## config.mk

```make
export PLATFORM = sky130hd
export DESIGN_NAME = axis_block_avg_repeater
export DESIGN_NICKNAME = d
export VERILOG_FILES = /design/src/rtl/axis_block_avg_repeater.sv
export SDC_FILE = /design/constraint.sdc
export NUM_CORES = 1
export LEC_CHECK = 0
export BUFFER_PORTS_ARGS = -buffer_cell sky130_fd_sc_hd__buf_4
export CAP_MARGIN = 40
export CORE_MARGIN = 2
export CORE_UTILIZATION = 48
export CTS_CLUSTER_DIAMETER = 80
export DETAILED_ROUTE_END_ITERATION = 8
export MAX_ROUTING_LAYER = met4
export PLACE_DENSITY = 0.75
export SETUP_SLACK_MARGIN = 0.3
export SYNTH_ARGS = -nofsm -noshare
export SYNTH_HDL_FRONTEND = slang
export SYNTH_SLANG_ARGS = --single-unit
```

## constraint.sdc

```tcl
create_clock -name clk -period 7.15 [get_ports clk]
set_input_delay 0.715 -clock clk [delete_from_list [all_inputs] [get_ports clk]]
set_output_delay 0.715 -clock clk [all_outputs]
set_load 0.02 [all_outputs]
```

## src/rtl/axis_block_avg_repeater.sv

```systemverilog
// ---------------------------------------------------------------------------
// axis_block_avg_repeater
//
// AXI-Stream reduction stage. Collects 2^ACC_COUNT_LOG input samples per
// block and produces one result per block: either the full block sum or the
// block average (power-of-two divide by an arithmetic/logical right shift).
// Each result is presented NUMBER_OF_REPETITIONS times on the output stream
// before the next block is accepted.
//
// Optional feature macro: AXIS_BLOCK_AVG_ROUND_EN
//   defined     -> average mode adds 2^(ACC_COUNT_LOG-1) before the shift
//                  (round half up).
//   not defined -> average mode truncates (floor).
//   Sum mode is identical in both builds.
//
// Ports:
//   clk           in   1            clock, rising edge
//   rst           in   1            synchronous reset, active low
//   input_valid   in   1            source valid
//   input_ready   out  1            sink ready (high only while accumulating)
//   input_data    in   DATA_WIDTH   sample
//   output_valid  out  1            result valid (high only while repeating)
//   output_ready  in   1            downstream ready
//   output_data   out  OUT_WIDTH    block sum or block average
// ---------------------------------------------------------------------------
module axis_block_avg_repeater #(
  parameter int DATA_WIDTH            = 16,
  parameter int ACC_COUNT_LOG         = 8,
  parameter int IS_SIGNED             = 0,
  parameter int OUTPUT_AVERAGE        = 1,
  parameter int NUMBER_OF_REPETITIONS = 1,
  localparam int OUT_WIDTH = (OUTPUT_AVERAGE != 0) ? DATA_WIDTH
                                                   : DATA_WIDTH + ACC_COUNT_LOG
) (
  input  logic                  clk,
  input  logic                  rst,
  input  logic                  input_valid,
  output logic                  input_ready,
  input  logic [DATA_WIDTH-1:0] input_data,
  output logic                  output_valid,
  input  logic                  output_ready,
  output logic [OUT_WIDTH-1:0]  output_data
);

  localparam int ACC_WIDTH = DATA_WIDTH + ACC_COUNT_LOG;
  localparam int REP_WIDTH = (NUMBER_OF_REPETITIONS > 1) ? $clog2(NUMBER_OF_REPETITIONS) : 1;

  localparam logic [ACC_COUNT_LOG-1:0] CNT_LAST = '1;
  localparam logic [ACC_COUNT_LOG-1:0] CNT_ONE  = ACC_COUNT_LOG'(1);
  localparam logic [REP_WIDTH-1:0]     REP_LAST = REP_WIDTH'(NUMBER_OF_REPETITIONS - 1);
  localparam logic [REP_WIDTH-1:0]     REP_ONE  = REP_WIDTH'(1);

`ifdef AXIS_BLOCK_AVG_ROUND_EN
  // Half of the divisor; a full block plus this bias still fits ACC_WIDTH.
  localparam logic [ACC_WIDTH-1:0] ROUND_BIAS = ACC_WIDTH'(1) << (ACC_COUNT_LOG - 1);
`else
  localparam logic [ACC_WIDTH-1:0] ROUND_BIAS = '0;
`endif

  typedef enum logic {
    ST_ACCUM  = 1'b0,
    ST_OUTPUT = 1'b1
  } state_t;

  state_t                   r_state;
  logic [ACC_WIDTH-1:0]     r_acc;
  logic [ACC_COUNT_LOG-1:0] r_cnt;
  logic [REP_WIDTH-1:0]     r_rep;
  logic [OUT_WIDTH-1:0]     r_result;
  logic                     r_in_ready;
  logic                     r_out_valid;

  logic [ACC_WIDTH-1:0]     w_sample_ext;
  logic [ACC_WIDTH-1:0]     w_sum;
  logic [ACC_WIDTH-1:0]     w_biased;
  logic [ACC_WIDTH-1:0]     w_shifted;
  logic [OUT_WIDTH-1:0]     w_result;
  logic                     w_in_hs;
  logic                     w_out_hs;

  // The handshake flags are gated by rst so nothing transfers while in reset.
  assign input_ready  = r_in_ready & rst;
  assign output_valid = r_out_valid & rst;
  assign output_data  = r_result;

  assign w_in_hs  = input_valid & input_ready;
  assign w_out_hs = output_valid & output_ready;

  // Extend the sample, form the running sum and derive the block result.
  always_comb begin
    if (IS_SIGNED != 0) begin
      w_sample_ext = {{ACC_COUNT_LOG{input_data[DATA_WIDTH-1]}}, input_data};
    end else begin
      w_sample_ext = {{ACC_COUNT_LOG{1'b0}}, input_data};
    end

    w_sum    = r_acc + w_sample_ext;
    w_biased = w_sum + ROUND_BIAS;

    // Arithmetic shift floors toward -inf for two's complement sums.
    if (IS_SIGNED != 0) begin
      w_shifted = $unsigned($signed(w_biased) >>> ACC_COUNT_LOG);
    end else begin
      w_shifted = w_biased >> ACC_COUNT_LOG;
    end

    if (OUTPUT_AVERAGE != 0) begin
      w_result = w_shifted[OUT_WIDTH-1:0];
    end else begin
      w_result = w_sum[OUT_WIDTH-1:0];
    end
  end

  // Block FSM: accumulate a block, then repeat its result; flags are registered.
  always_ff @(posedge clk) begin
    if (!rst) begin
      r_state     <= ST_ACCUM;
      r_acc       <= '0;
      r_cnt       <= '0;
      r_rep       <= '0;
      r_result    <= '0;
      r_in_ready  <= 1'b1;
      r_out_valid <= 1'b0;
    end else begin
      case (r_state)
        ST_ACCUM: begin
          if (w_in_hs) begin
            if (r_cnt == CNT_LAST) begin
              // Last sample of the block: the result includes this sample.
              r_result    <= w_result;
              r_acc       <= '0;
              r_cnt       <= '0;
              r_state     <= ST_OUTPUT;
              r_in_ready  <= 1'b0;
              r_out_valid <= 1'b1;
            end else begin
              r_acc <= w_sum;
              r_cnt <= r_cnt + CNT_ONE;
            end
          end else begin
            r_acc <= r_acc;
          end
        end
        ST_OUTPUT: begin
          if (w_out_hs) begin
            if (r_rep == REP_LAST) begin
              r_rep       <= '0;
              r_state     <= ST_ACCUM;
              r_in_ready  <= 1'b1;
              r_out_valid <= 1'b0;
            end else begin
              r_rep <= r_rep + REP_ONE;
            end
          end else begin
            r_rep <= r_rep;
          end
        end
        default: begin
          r_state     <= ST_ACCUM;
          r_acc       <= '0;
          r_cnt       <= '0;
          r_rep       <= '0;
          r_in_ready  <= 1'b1;
          r_out_valid <= 1'b0;
        end
      endcase
    end
  end

endmodule

```

==> results.cfg <==
[critical_path]
cp_max_fo = 4
startpoint = input_data[0]
cp-end-kind = flip-flop
critPathKind = in -> reg
worstPathCellList = buf_4 > ha_1 > inv_1 > fa_1 > nor2b_1 > o2111ai_1 > a31oi_4 > o211ai_4 > a31oi_2 > o22ai_1 > a22o_1
reg2reg_depth = 10
worstReg2RegStart = r_acc[0]
required_ns = 7.35
critical_path.max_stage_delay_ns = 0.40
slowest_stage = fa_1
setup.worst_path.start_class = input pin
arrival_ns = 2.77

[pwr]
peakVddDrop_mv = 0.140
leakagePower_nw = 1.31
powerDensity_mw_per_mm2 = 212

[final_layout]
instances_no_fill = 438
fin_area_sq_mm = 0.00324
syn_to_final_growth_pct = 16.2
mostFrequentLayoutCell = dfxtp_1
regArea_sq_mm = 0.00102
multiInputGateArea_sq_mm = 0.00168
num_antenna_cells = 0
layout_common_cells = dfxtp_1, buf_4, nand2_1
nets = 403
nFillCells = 539
final_layout_size_suffix_gt1_share_pct = 15.3

[logic_synthesis]
ys_seq_area_share_pct = 36.6
synthesis.nets = 369
ys_warn_count = 0
ys_types = 48
synth_edf_count = 0
synth_area_per_cell_sq_um = 8.42
ys.flop_type = dfxtp_1
synth-seq-cells = 51
synthTopCellsByArea = dfxtp_1, ha_1, nand3_1
synthCells = 331
synthDominantCellAreaShare_pct = 36.6
yosysTopAreaCell = dfxtp_1
synthArstFlopShare_pct = 0
synth_area_sq_mm = 0.00279

[hold_path]
holdPathStages = 2
hold_class = reg -> reg
hp-start = output_data[2]

[clock_tree]
clk_path_buf_depth = 2
ctsResizeCount = 0
clkLatencyLatePin_ns = 0.30
post-cts-setup-buffers = 0
ctsHoldBuffers = 0
path_clk_slew_ns = 0.09
clock_sinks = 51
cts-htree-levels = 2
numCtsBuffers = 5
cts-root-buf = clkbuf_8
cts_tree = built

[grt]
grt_pass1_wl_mm = 9.81
grt_pass1_vias = 2159
grt_use_total_pct = 19.5
grt_max_degree = 25
gr-total-overflow = 0
antenna_found_initial = 0

[placement]
dpl-instance-area_sq_mm = 0.00312
dp_hpwl_mm = 4.51
dp_cells = 430
place.gp.congestion = 0.835
io_buffers = 37

[outcome]
status = complete, no violations

[floorplan]
io_pins = 38
fp-row-count = 27
die_w_um = 80.2
fp.dieH_um = 80.2
core_area_sq_mm = 0.00557
die_area_sq_mm = 0.00643
initial_core_util_pct = 50.0

[route]
drt.antenna.violating_nets = 0
drcViolationCount = 0
drtIter0Drc = 133
vias = 2437
wl_per_cell_um = 13.6
wirelength_mm = 5.96
dr.pass1.iters = 4
viasPerCell = 5.56

[flow_run]
drv_cap = 0

[sta]
final.setup.tns_ns = 0
tightest_slew_ns = 0.829
slew_headroom_pct = 44.6
period_minus_slack_ns = 2.58
rsz0062_at_grt = no
fmaxAchievable_mhz = 388
finalHoldViolations = 0
maxSlewViolCount = 0
period_share_pct = 36.1
clock_skew_ns = 0.00602
setup_viol = 0
-- per-stage QoR --
stage | worst slack [ns] | utilization [%] | hold slack [ns] | total power [W]
after floorplan | 4.51 | - | 0.430 | 0.000444
after global placement | 4.31 | 56.0 | 0.439 | 0.000478
after detailed placement | 4.27 | 56.0 | 0.448 | 0.000481
after CTS | 4.58 | 58.1 | 0.461 | 0.000687
after global routing | 4.38 | 58.1 | 0.479 | 0.000720
final | 4.57 | 58.1 | 0.457 | 0.000686
-- where the power goes --
group	total (W)	switching (W)	internal, W	leakage (nW)
Combinational	0.000170	0.0000993	0.0000705	0.839
Clock	0.000208	0.0000950	0.000113	0.0612
Sequential	0.000308	0.00000937	0.000298	0.414
-- cells in the mapped netlist, types with 2 or more instances --
library cell and count:
o21ai_0 3, and2_1 3, or3_1 3, nor2_1 31, a31oi_1 3, o21ai_1 27, a211oi_1 2, a22o_1 5
o21a_1 3, inv_1 13, a31oi_2 3, nor2b_1 2, and3_1 3, o31ai_1 2, xor2_1 14, nand2_1 35
o211ai_1 2, a2bb2oi_1 2, clkbuf_1 11, o22ai_1 2, ha_1 17, xnor2_1 14, nand3_1 30, a21o_1 3
a22oi_1 9, dfxtp_1 51, nand4_1 2, a21oi_1 16
-- cell type report --
type                            count  share of cell area, %
Clock inverter                      2                   1.08
Tap cell                           72                   2.78
Timing Repair Buffer               38                   8.81
Sequential cell                    51                   31.5
Multi-Input combinational cell    256                   51.8
Inverter                           13                   1.51
Clock buffer                        6                   2.55
-- final timing paths --
| check | endpoint | slack, ns |
|---|---|---|
| max | r_acc[18] | 4.57 |
| min | output_data[2] | 0.46 |
| max reg2reg | r_acc[18] | 4.71 |
| min reg2reg | output_data[2] | 0.46 |
-- routing by layer --
metal  vias up  global-route usage [%]  share of wire, %
li1       1251                       -                 -
met1      1132                    25.8                49
met2        48                    31.1                46
met3         6                    3.48               4.8
met4         0                    4.75               1.1
met5         -                       -                 0
-- worst max-delay path: cells and delay by family --
kind                     cells  cell delay [ns]
AO/OA/AOI/OAI                6             1.18
adder cells (fa/ha/maj)      2             0.57
AND/OR/NAND/NOR              1             0.17
buffers and inverters        2             0.14
-- cell families (layout without fill, tap and decap cells) --
logic type	count (synthesis)	after routing	synth area share [%]
AOI/OAI and AO/OA	92	92	23.1
xor gates and xnor gates	28	28	8.80
adders and majority gates	18	18	8.35
buffers and inverters	24	59	3.23
DFF	51	51	36.6
muxes	1	1	0.359
and+or+nand+nor	117	117	19.6
-- registers in the layout, summed over array words and instances (netlist names) --
register / count
r_out_valid: 1
r_in_ready: 1
output_data: 16
r_state: 1
r_cnt: 8
r_acc: 24
No activity file was read; power rests on OpenSTA's default activity.
